## src/rtl/mips_defs.sv

```systemverilog
// Shared encodings for the multicycle MIPS control path: FSM states, opcode/funct
// fields, ALU_operation codes and coprocessor-0 cause codes.
package mips_defs;

  typedef enum logic [4:0] {
    S_IF       = 5'd0,
    S_ID       = 5'd1,
    S_EX_R     = 5'd2,
    S_WB_R     = 5'd3,
    S_EX_JR    = 5'd4,
    S_EX_I     = 5'd5,
    S_WB_I     = 5'd6,
    S_LUI      = 5'd7,
    S_MEM_ADDR = 5'd8,
    S_MEM_RD   = 5'd9,
    S_WB_LW    = 5'd10,
    S_MEM_WR   = 5'd11,
    S_BR       = 5'd12,
    S_J        = 5'd13,
    S_JAL      = 5'd14,
    S_MFC0     = 5'd15,
    S_ERET     = 5'd16,
    S_TRAP     = 5'd17
  } state_t;

  localparam logic [5:0] OP_RTYPE = 6'b000000;
  localparam logic [5:0] OP_J     = 6'b000010;
  localparam logic [5:0] OP_JAL   = 6'b000011;
  localparam logic [5:0] OP_BEQ   = 6'b000100;
  localparam logic [5:0] OP_BNE   = 6'b000101;
  localparam logic [5:0] OP_ADDI  = 6'b001000;
  localparam logic [5:0] OP_ADDIU = 6'b001001;
  localparam logic [5:0] OP_SLTI  = 6'b001010;
  localparam logic [5:0] OP_ANDI  = 6'b001100;
  localparam logic [5:0] OP_ORI   = 6'b001101;
  localparam logic [5:0] OP_XORI  = 6'b001110;
  localparam logic [5:0] OP_LUI   = 6'b001111;
  localparam logic [5:0] OP_COP0  = 6'b010000;
  localparam logic [5:0] OP_LW    = 6'b100011;
  localparam logic [5:0] OP_SW    = 6'b101011;

  localparam logic [5:0] FN_JR    = 6'b001000;
  localparam logic [5:0] FN_ERET  = 6'b011000;
  localparam logic [5:0] FN_ADD   = 6'b100000;
  localparam logic [5:0] FN_ADDU  = 6'b100001;
  localparam logic [5:0] FN_SUB   = 6'b100010;
  localparam logic [5:0] FN_SUBU  = 6'b100011;
  localparam logic [5:0] FN_AND   = 6'b100100;
  localparam logic [5:0] FN_OR    = 6'b100101;
  localparam logic [5:0] FN_XOR   = 6'b100110;
  localparam logic [5:0] FN_NOR   = 6'b100111;
  localparam logic [5:0] FN_SLT   = 6'b101010;

  localparam logic [4:0] RS_MFC0  = 5'b00000;
  localparam logic [4:0] RS_ERET  = 5'b10000;

  localparam logic [2:0] ALU_AND = 3'b000;
  localparam logic [2:0] ALU_OR  = 3'b001;
  localparam logic [2:0] ALU_ADD = 3'b010;
  localparam logic [2:0] ALU_XOR = 3'b011;
  localparam logic [2:0] ALU_NOR = 3'b100;
  localparam logic [2:0] ALU_SUB = 3'b110;
  localparam logic [2:0] ALU_SLT = 3'b111;

  localparam logic [1:0] CAUSE_EXT = 2'b00;
  localparam logic [1:0] CAUSE_RI  = 2'b01;
  localparam logic [1:0] CAUSE_OVF = 2'b10;

  // PCSource=011 selects the fixed exception vector 0x0000_0180 in data_path.
  localparam logic [2:0] PCSRC_VEC = 3'b011;

endpackage

```

## src/rtl/mc_alu_dec.sv

```systemverilog
// Combinational ALU-op decoder: funct for R-type, opcode for I-type ALU ops,
// plus flags telling the dispatcher what is legal and what can overflow-trap.
import mips_defs::*;

module mc_alu_dec (
  input  logic [5:0] i_opcode,
  input  logic [5:0] i_funct,
  output logic [2:0] o_alu_op,
  output logic       o_r_rsvd,
  output logic       o_i_alu,
  output logic       o_ovf_chk
);

  always_comb begin
    o_alu_op  = ALU_ADD;
    o_r_rsvd  = 1'b1;
    o_i_alu   = 1'b0;
    o_ovf_chk = 1'b0;
    if (i_opcode == OP_RTYPE) begin
      o_r_rsvd = 1'b0;
      case (i_funct)
        FN_ADD:  begin o_alu_op = ALU_ADD; o_ovf_chk = 1'b1; end
        FN_ADDU: o_alu_op = ALU_ADD;
        FN_SUB:  begin o_alu_op = ALU_SUB; o_ovf_chk = 1'b1; end
        FN_SUBU: o_alu_op = ALU_SUB;
        FN_AND:  o_alu_op = ALU_AND;
        FN_OR:   o_alu_op = ALU_OR;
        FN_XOR:  o_alu_op = ALU_XOR;
        FN_NOR:  o_alu_op = ALU_NOR;
        FN_SLT:  o_alu_op = ALU_SLT;
        default: o_r_rsvd = 1'b1;
      endcase
    end else begin
      o_i_alu = 1'b1;
      case (i_opcode)
        OP_ADDI:  begin o_alu_op = ALU_ADD; o_ovf_chk = 1'b1; end
        OP_ADDIU: o_alu_op = ALU_ADD;
        OP_SLTI:  o_alu_op = ALU_SLT;
        OP_ANDI:  o_alu_op = ALU_AND;
        OP_ORI:   o_alu_op = ALU_OR;
        OP_XORI:  o_alu_op = ALU_XOR;
        default:  o_i_alu = 1'b0;
      endcase
    end
  end

endmodule

```

## src/rtl/mc_ctrl_fsm.sv

```systemverilog
// Multicycle MIPS control FSM (Moore) driving data_path. Define MC_OVF_TRAP_EN to
// turn signed add/sub/addi overflow into a cause-10 trap instead of a write-back.
import mips_defs::*;

module mc_ctrl_fsm (
  input  logic        clk,
  input  logic        reset,
  input  logic [31:0] Inst_R,
  input  logic        zero,
  input  logic        overflow,
  input  logic        MIO_ready,
  input  logic        int_req,
  output logic        MemRead,
  output logic        MemWrite,
  output logic        IorD,
  output logic        IRWrite,
  output logic        RegWrite,
  output logic        ALUSrcA,
  output logic        PCWrite,
  output logic        PCWriteCond,
  output logic        Beq,
  output logic [1:0]  RegDst,
  output logic [1:0]  ALUSrcB,
  output logic [1:0]  IntCause,
  output logic [2:0]  MemtoReg,
  output logic [2:0]  PCSource,
  output logic [2:0]  ALU_operation,
  output logic        CauseWrite,
  output logic        EPCWrite,
  output logic        Co0Write,
  output logic [4:0]  state_out
);

  state_t     r_state, w_next;
  logic       r_int_mask;
  logic [1:0] r_cause, w_cause;
  logic       w_trap;

  logic [5:0] w_opcode, w_funct;
  logic [4:0] w_rs;
  logic [2:0] w_alu_op;
  logic       w_r_rsvd, w_i_alu, w_ovf_chk, w_ovf_trap;
  logic       w_unused;

  assign w_opcode = Inst_R[31:26];
  assign w_rs     = Inst_R[25:21];
  assign w_funct  = Inst_R[5:0];
  // Branch resolution happens in data_path via PCWriteCond/Beq, so zero is not needed here.
  assign w_unused = ^{Inst_R[20:6], zero, overflow, w_ovf_chk};

  mc_alu_dec u_alu_dec (
    .i_opcode  (w_opcode),
    .i_funct   (w_funct),
    .o_alu_op  (w_alu_op),
    .o_r_rsvd  (w_r_rsvd),
    .o_i_alu   (w_i_alu),
    .o_ovf_chk (w_ovf_chk)
  );

`ifdef MC_OVF_TRAP_EN
  assign w_ovf_trap = overflow & w_ovf_chk;
`else
  assign w_ovf_trap = 1'b0;
`endif

  always_ff @(posedge clk) begin
    if (reset) begin
      r_state    <= S_IF;
      r_int_mask <= 1'b0;
      r_cause    <= CAUSE_EXT;
    end else begin
      r_state <= w_next;
      if (w_trap) r_cause <= w_cause;
      if (r_state == S_TRAP)      r_int_mask <= 1'b1;
      else if (r_state == S_ERET) r_int_mask <= 1'b0;
    end
  end

  always_comb begin
    w_next  = r_state;
    w_trap  = 1'b0;
    w_cause = CAUSE_EXT;
    case (r_state)
      S_IF:    if (MIO_ready) w_next = S_ID;
      S_ID: begin
        if (int_req && !r_int_mask) begin
          w_trap  = 1'b1;
          w_cause = CAUSE_EXT;
        end else begin
          case (w_opcode)
            OP_RTYPE: begin
              if (w_funct == FN_JR) w_next = S_EX_JR;
              else if (!w_r_rsvd)   w_next = S_EX_R;
              else                  w_trap = 1'b1;
            end
            OP_LUI:        w_next = S_LUI;
            OP_LW, OP_SW:  w_next = S_MEM_ADDR;
            OP_BEQ, OP_BNE: w_next = S_BR;
            OP_J:          w_next = S_J;
            OP_JAL:        w_next = S_JAL;
            OP_COP0: begin
              if (w_rs == RS_MFC0)                           w_next = S_MFC0;
              else if (w_rs == RS_ERET && w_funct == FN_ERET) w_next = S_ERET;
              else                                            w_trap = 1'b1;
            end
            default: begin
              if (w_i_alu) w_next = S_EX_I;
              else         w_trap = 1'b1;
            end
          endcase
          w_cause = CAUSE_RI;
        end
      end
      S_EX_R: begin
        if (w_ovf_trap) begin w_trap = 1'b1; w_cause = CAUSE_OVF; end
        else            w_next = S_WB_R;
      end
      S_EX_I: begin
        if (w_ovf_trap) begin w_trap = 1'b1; w_cause = CAUSE_OVF; end
        else            w_next = S_WB_I;
      end
      S_EX_JR:    if (MIO_ready) w_next = S_IF;
      S_MEM_ADDR: w_next = (w_opcode == OP_LW) ? S_MEM_RD : S_MEM_WR;
      S_MEM_RD:   if (MIO_ready) w_next = S_WB_LW;
      S_MEM_WR:   if (MIO_ready) w_next = S_IF;
      default:    w_next = S_IF;
    endcase
    if (w_trap) w_next = S_TRAP;
  end

  always_comb begin
    MemRead       = 1'b0;
    MemWrite      = 1'b0;
    IorD          = 1'b0;
    IRWrite       = 1'b0;
    RegWrite      = 1'b0;
    ALUSrcA       = 1'b0;
    PCWrite       = 1'b0;
    PCWriteCond   = 1'b0;
    Beq           = 1'b0;
    RegDst        = 2'b00;
    ALUSrcB       = 2'b00;
    IntCause      = 2'b00;
    MemtoReg      = 3'b000;
    PCSource      = 3'b000;
    ALU_operation = ALU_AND;
    CauseWrite    = 1'b0;
    EPCWrite      = 1'b0;
    case (r_state)
      S_IF: begin
        IorD = 1'b1; MemRead = 1'b1; IRWrite = 1'b1; ALUSrcA = 1'b1;
        ALUSrcB = 2'b01; ALU_operation = ALU_ADD; PCWrite = 1'b1;
      end
      S_ID:       begin ALUSrcA = 1'b1; ALUSrcB = 2'b11; ALU_operation = ALU_ADD; end
      S_EX_R:     ALU_operation = w_alu_op;
      S_WB_R:     begin RegDst = 2'b01; RegWrite = 1'b1; end
      S_EX_JR:    begin ALU_operation = ALU_ADD; PCWrite = 1'b1; end
      S_EX_I:     begin ALUSrcB = 2'b10; ALU_operation = w_alu_op; end
      S_WB_I:     RegWrite = 1'b1;
      S_LUI:      begin MemtoReg = 3'b010; RegWrite = 1'b1; end
      S_MEM_ADDR: begin ALUSrcB = 2'b10; ALU_operation = ALU_ADD; end
      S_MEM_RD:   MemRead = 1'b1;
      S_WB_LW:    begin MemtoReg = 3'b001; RegWrite = 1'b1; end
      S_MEM_WR:   MemWrite = 1'b1;
      S_BR: begin
        ALU_operation = ALU_SUB; PCWriteCond = 1'b1; PCSource = 3'b001;
        Beq = (w_opcode == OP_BEQ);
      end
      S_J:        begin PCWrite = 1'b1; PCSource = 3'b010; end
      S_JAL: begin
        PCWrite = 1'b1; PCSource = 3'b010; RegDst = 2'b10;
        MemtoReg = 3'b011; RegWrite = 1'b1;
      end
      S_MFC0:     begin MemtoReg = 3'b100; RegWrite = 1'b1; end
      S_ERET:     begin PCWrite = 1'b1; PCSource = 3'b100; end
      // EPC <= PC-4: IF already advanced PC past the abandoned/faulting instruction.
      S_TRAP: begin
        ALUSrcA = 1'b1; ALUSrcB = 2'b01; ALU_operation = ALU_SUB;
        EPCWrite = 1'b1; CauseWrite = 1'b1; IntCause = r_cause;
        PCWrite = 1'b1; PCSource = PCSRC_VEC;
      end
      default: ;
    endcase
  end

  assign Co0Write  = 1'b0;
  assign state_out = r_state;

endmodule

```

## config.mk

```make
export PLATFORM = sky130hd
export DESIGN_NAME = mc_ctrl_fsm
export DESIGN_NICKNAME = d
export VERILOG_FILES = /design/src/rtl/mips_defs.sv /design/src/rtl/mc_alu_dec.sv /design/src/rtl/mc_ctrl_fsm.sv
export SDC_FILE = /design/constraint.sdc
export NUM_CORES = 1
export LEC_CHECK = 0
export CORE_MARGIN = 3
export CORE_UTILIZATION = 39
export DETAILED_ROUTE_END_ITERATION = 6
export MAX_ROUTING_LAYER = met4
export PLACE_DENSITY = 0.81
export SYNTH_ARGS = -nofsm -noshare
export SYNTH_HDL_FRONTEND = slang
export SYNTH_HIERARCHICAL = 1
export SYNTH_SLANG_ARGS = --single-unit
export TNS_END_PERCENT = 20
```

## constraint.sdc

```tcl
create_clock -name clk -period 3 [get_ports clk]
set_input_delay 0.6 -clock clk [delete_from_list [all_inputs] [get_ports clk]]
set_output_delay 0.6 -clock clk [all_outputs]
set_load 0.02 [all_outputs]
```

After elaboration in Yosys (flattened, before gate mapping)
Cells that the tools add are included.
W data, S select, Z words.
{"block": "word_totals", "reg_bits": 8, "latchBits": 0, "mem_bits_rw": 0, "mem_bits_ro": 0, "input_bits": 38, "word_cells": 135, "mem_count": 0}
{"block": "op_classes", "addsub": 0, "n_mul": 0, "n_div": 0, "order_cmp": 0, "n_eq_ne": 57, "n_shift": 0, "mux": 47, "bitwise": 0, "reduce_logical": 27}
{"cell": "$pmux W5 S7", "n": 2}
{"cell": "$eq A6 B6 Y1 const B", "n": 11}
{"cell": "$mux W5", "n": 10}
{"cell": "$eq A6 B4 Y1 const B", "n": 8}
{"cell": "$eq A5 B4 Y1 const B", "n": 8}
{"cell": "$pmux W3 S4", "n": 3}
{"cell": "$mux W1", "n": 24}
{"cell": "$reduce_or A2 Y1", "n": 11}
{"cell": "$eq A5 B3 Y1 const B", "n": 4}
{"cell": "$pmux W3 S6", "n": 1}
{"cell": "$reduce_or A6 Y1", "n": 3}
{"cell": "$eq A5 B5 Y1 const B", "n": 3}
{"cell": "$reduce_and A7 Y1", "n": 2}
{"cell": "$eq A6 B2 Y1 const B", "n": 2}
{"cell": "$eq A6 B3 Y1 const B", "n": 2}
{"cell": "$eq A6 B5 Y1 const B", "n": 2}
{"cell": "$eq A5 B2 Y1 const B", "n": 2}
{"cell": "$logic_not A5 Y1", "n": 2}
{"cell": "$ne A10 B2 Y1 const B", "n": 1}
{"cell": "$ne A5 B5 Y1 const B", "n": 2}
{"cell": "$ne A3 B3 Y1 const B", "n": 3}
{"cell": "$ne A9 B1 Y1 const B", "n": 1}
{"cell": "$pmux W3 S3", "n": 1}
{"cell": "$reduce_or A9 Y1", "n": 1}
{"cell": "other kinds (17)", "n": 22}

Logic depth before layout (Yosys ltp)
{"block": "depth", "word_depth": 11, "ltp_mapped": 8}

Modules after synthesis
The synthesis kept the hierarchy.
{"mod": "mc_ctrl_fsm", "n_inst": 1, "cells_per_inst": 165, "area_each_um2": 1109.8}
{"mod": "mc_alu_dec", "n_inst": 1, "cells_per_inst": 22, "area_each_um2": 168.9}

Worst setup path before layout
OpenSTA, ideal clock, no wires.
{"block": "synth_timing", "path_type": "register to output", "from": "register r_state[0], in the netlist state_out[0]", "to": "output ALUSrcA", "arrival_time_ns": 2.050, "t_required_ns": 2.400, "slack_ns": 0.350, "stages_incl_launch_ff": 4, "cell_sequence": "dfxtp_1 -> clkbuf_1 -> inv_1 -> a2111oi_0"}
{"block": "synth_via", "elab_chain_len": 3, "word_cells_on_any_way": 5, "classes_between": "eq/ne: 2; mux: 1; reduce/logical: 2"}
{"item": "start: declaration", "line_no": "mc_ctrl_fsm.sv:34", "source": "state_t r_state, w_next;"}
{"item": "start signal: assignment", "line_no": "mc_ctrl_fsm.sv:72", "source": "r_state <= w_next;"}
{"item": "$eq A5 B5 Y1, or another cell as far along", "line_no": "mc_ctrl_fsm.sv:149", "source": "case (r_state)"}
{"item": "$reduce_or A3 Y1 (no line) *"}
{"item": "$mux W1 *", "line_no": "mc_ctrl_fsm.sv:149"}
{"item": "end: declaration", "line_no": "mc_ctrl_fsm.sv:18", "source": "output logic ALUSrcA,"}
Every way passes the cells marked *; elsewhere a longest branch is shown, timed or not.

Worst setup path after layout
{"block": "layout_timing", "from": "input Inst_R[31]", "to": "output ALU_operation[1]"}
{"block": "layout_via", "elab_chain_len": 4, "word_cells_on_any_way": 8, "classes_between": "eq/ne: 4; mux: 3; reduce/logical: 1"}
{"item": "start: declaration", "line_no": "mc_ctrl_fsm.sv:8", "source": "input logic [31:0] Inst_R,"}
{"item": "$eq A6 B4 Y1", "line_no": "mc_alu_dec.sv:35", "source": "case (i_opcode)"}
{"item": "$pmux W3 S4", "line_no": "mc_alu_dec.sv:35"}
{"item": "$mux W3 *", "line_no": "mc_alu_dec.sv:19", "source": "if (i_opcode == OP_RTYPE) begin"}
{"item": "net w_alu_op[1]", "line_no": "mc_ctrl_fsm.sv:41", "source": "logic [2:0] w_alu_op;"}
{"item": "$pmux W3 S3 *", "line_no": "mc_ctrl_fsm.sv:149"}
{"item": "end: declaration", "line_no": "mc_ctrl_fsm.sv:27", "source": "output logic [2:0] ALU_operation,"}
The timed path passes the listed nets; every way through them passes the cells marked *.

==> results.py <==
metrics = {
    "run_status": {
        "status": "complete, no violations",
    },
    "grt": {
        "track_usage_pct": 20.4,
        "first_global_vias": 1492,
        "grt_pass1_wl_um": 6750,
        "grt_overflow": 0,
        "antenna_found_initial": 0,
        "grt_max_degree": 17,
    },
    "clocking": {
        "cts_made_buffers": 3,
        "cts_tree": "built",
        "cts_sinks": 7,
        "htree_levels": 1,
        "cts.path.max_buffers": 2,
        "cts_root_buf": "clkbuf_4",
        "clk_pin_slew_ns": 0.05,
        "clock_latency_ns": 0.26,
    },
    "place": {
        "gp_congestion": 0.858,
        "dp.cells": 284,
        "place_area_um2": 1890,
        "io_buffers": 50,
        "dp_hpwl_um": 2970,
    },
    "pwr": {
        "power_density_nw_per_um2": 665,
        "totalPowerFinal_uw": 1300,
        "ir_drop_uv": 428,
        "leakage_uw": 0.000744,
    },
    "timing": {
        "hold_viol_final": 0,
        "tightest_slew_ns": 0.543,
        "whs_ns": 0.482,
        "rsz0062_at_grt": "yes",
        "clock_skew_ns": 0.00704,
        "slew_violations": 0,
        "min_period_ns": 2.99,
        "slew_headroom_pct": 63.7,
        "fmax_mhz": 335,
        "period_share_pct": 99.5,
        "setup_violations": 0,
    },
    "synth": {
        "yosysWarnings": 6,
        "netlist_area_um2": 1260,
        "syn_avg_cell_area_um2": 6.82,
        "synthCells": 185,
    },
    "layout": {
        "layout-drive-gt1-share_pct": 18.8,
        "design_area_um2": 1950,
        "final_cells": 289,
        "antenna-diode-count": 0,
        "fin_nets": 284,
        "n_fill_cell": 277,
        "area_growth_pct": 54.7,
    },
    "critical_path": {
        "worst-setup-path-type": "primary input to output pin",
        "cp_max_fo": 11,
        "worstSetupStartpointType": "primary input",
        "endpoint_kind": "output pin",
        "r2r_start": "state_out[2]",
        "cp_data_required_time_ns": 2.40,
        "crit_start": "Inst_R[31]",
        "critical_path_arrival_ns": 2.39,
    },
    "die": {
        "rows": 20,
        "die_area_um2": 3960,
        "die_y_um": 62.9,
        "die-width_um": 62.9,
        "start_util_pct": 41.0,
        "core-area_um2": 3080,
        "ios": 70,
    },
    "route": {
        "drc_errors": 0,
        "vias": 1610,
        "wl_per_cell_um": 13.5,
        "drtAntennaViolNets": 0,
        "dr.pass1.iters": 4,
        "viasPerCell": 5.57,
        "first_iter_violations": 98,
        "drt_wl_total_um": 3900,
    },
    "worst_hold_path": {
        "hold_path_startpoint": "r_cause[0]",
        "hold_class": "flop to flop",
    },
    "flow_run": {
        "maxCapViolCount": 0,
    },
}
-- layout make-up --
cell class,count,area (um^2),share of cell area (%)
Inverter,12,45.0,2.31
Multi-Input combinational cell,149,1030,52.6
Sequential cell,7,140,7.17
Tap cell,44,55.1,2.82
Clock buffer,4,26.3,1.35
Timing Repair Buffer,73,659,33.8
-- routing by layer --
metal | wire length (um) | track usage (%)
met2 | 1800 | 34.1
met1 | 1880 | 26.7
met5 | 0 | -
met3 | 219 | 3.42
met4 | 6 | 1.65
-- cell usage in the layout (no fill, tap or decap), types with 3 or more instances in the layout --
| cell | instances |
|---|---|
| nand2_1 | 13 |
| nor2b_1 | 10 |
| buf_4 | 25 |
| clkbuf_4 | 3 |
| dlygate4sd2_1 | 3 |
| clkdlybuf4s50_1 | 44 |
| a211oi_1 | 5 |
| a21oi_1 | 11 |
| dfxtp_1 | 7 |
| a2111oi_0 | 6 |
| nor2_1 | 15 |
| nand2b_1 | 7 |
| nand3_1 | 4 |
| inv_1 | 12 |
| o31ai_1 | 3 |
| o21ai_0 | 5 |
| nor3_1 | 7 |
-- critical path: stages --
cell             delay [ns]
clkdlybuf4s50_1        0.43
buf_4                  0.18
or3b_1                 0.41
o32a_4                 0.22
nand2b_1               0.07
a21oi_1                0.06
a21oi_1                0.15
o22ai_1                0.09
buf_4                  0.17
-- state kept, by name, summed over array words and instances, names as in the netlist --
register	cells
r_int_mask	1
r_cause	1
state_out	5
-- path summary, 6_finish.rpt --
kind	end	slack [ns]	cells past startpoint
worst max-delay path	ALU_operation[1]	0.01	9
worst min-delay path	r_cause[0]	0.48	2
worst max register to register	state_out[4]	0.91	5
worst min register to register	r_cause[0]	0.48	2
-- stage by stage --
stage | worst slack, ns | utilization (%) | TNS (ns)
4_1_cts | 0.0198 | 63.0 | 0
3_5_place_dp | -0.519 | 61.5 | -1.39
5_1_grt | -0.143 | 63.5 | -0.229
6_report | 0.0143 | 63.5 | 0
3_3_place_gp | -0.479 | 61.5 | -1.35
2_1_floorplan | 0.350 | - | 0
-- power by group --
part           internal [uW]  leakage (uW)  switching, uW
registers                127     0.0000575           78.7
clock network           50.9     0.0000150           37.5
logic                    458      0.000671            545
-- what timing repair did --
action                     4_1_cts  5_1_grt
setup endpoints to repair        4        8
pin swaps                        4        3
setup buffers                    1        0
resized for setup               21        5
hold buffers                     0        0
Power figures use the tool's default switching activity.
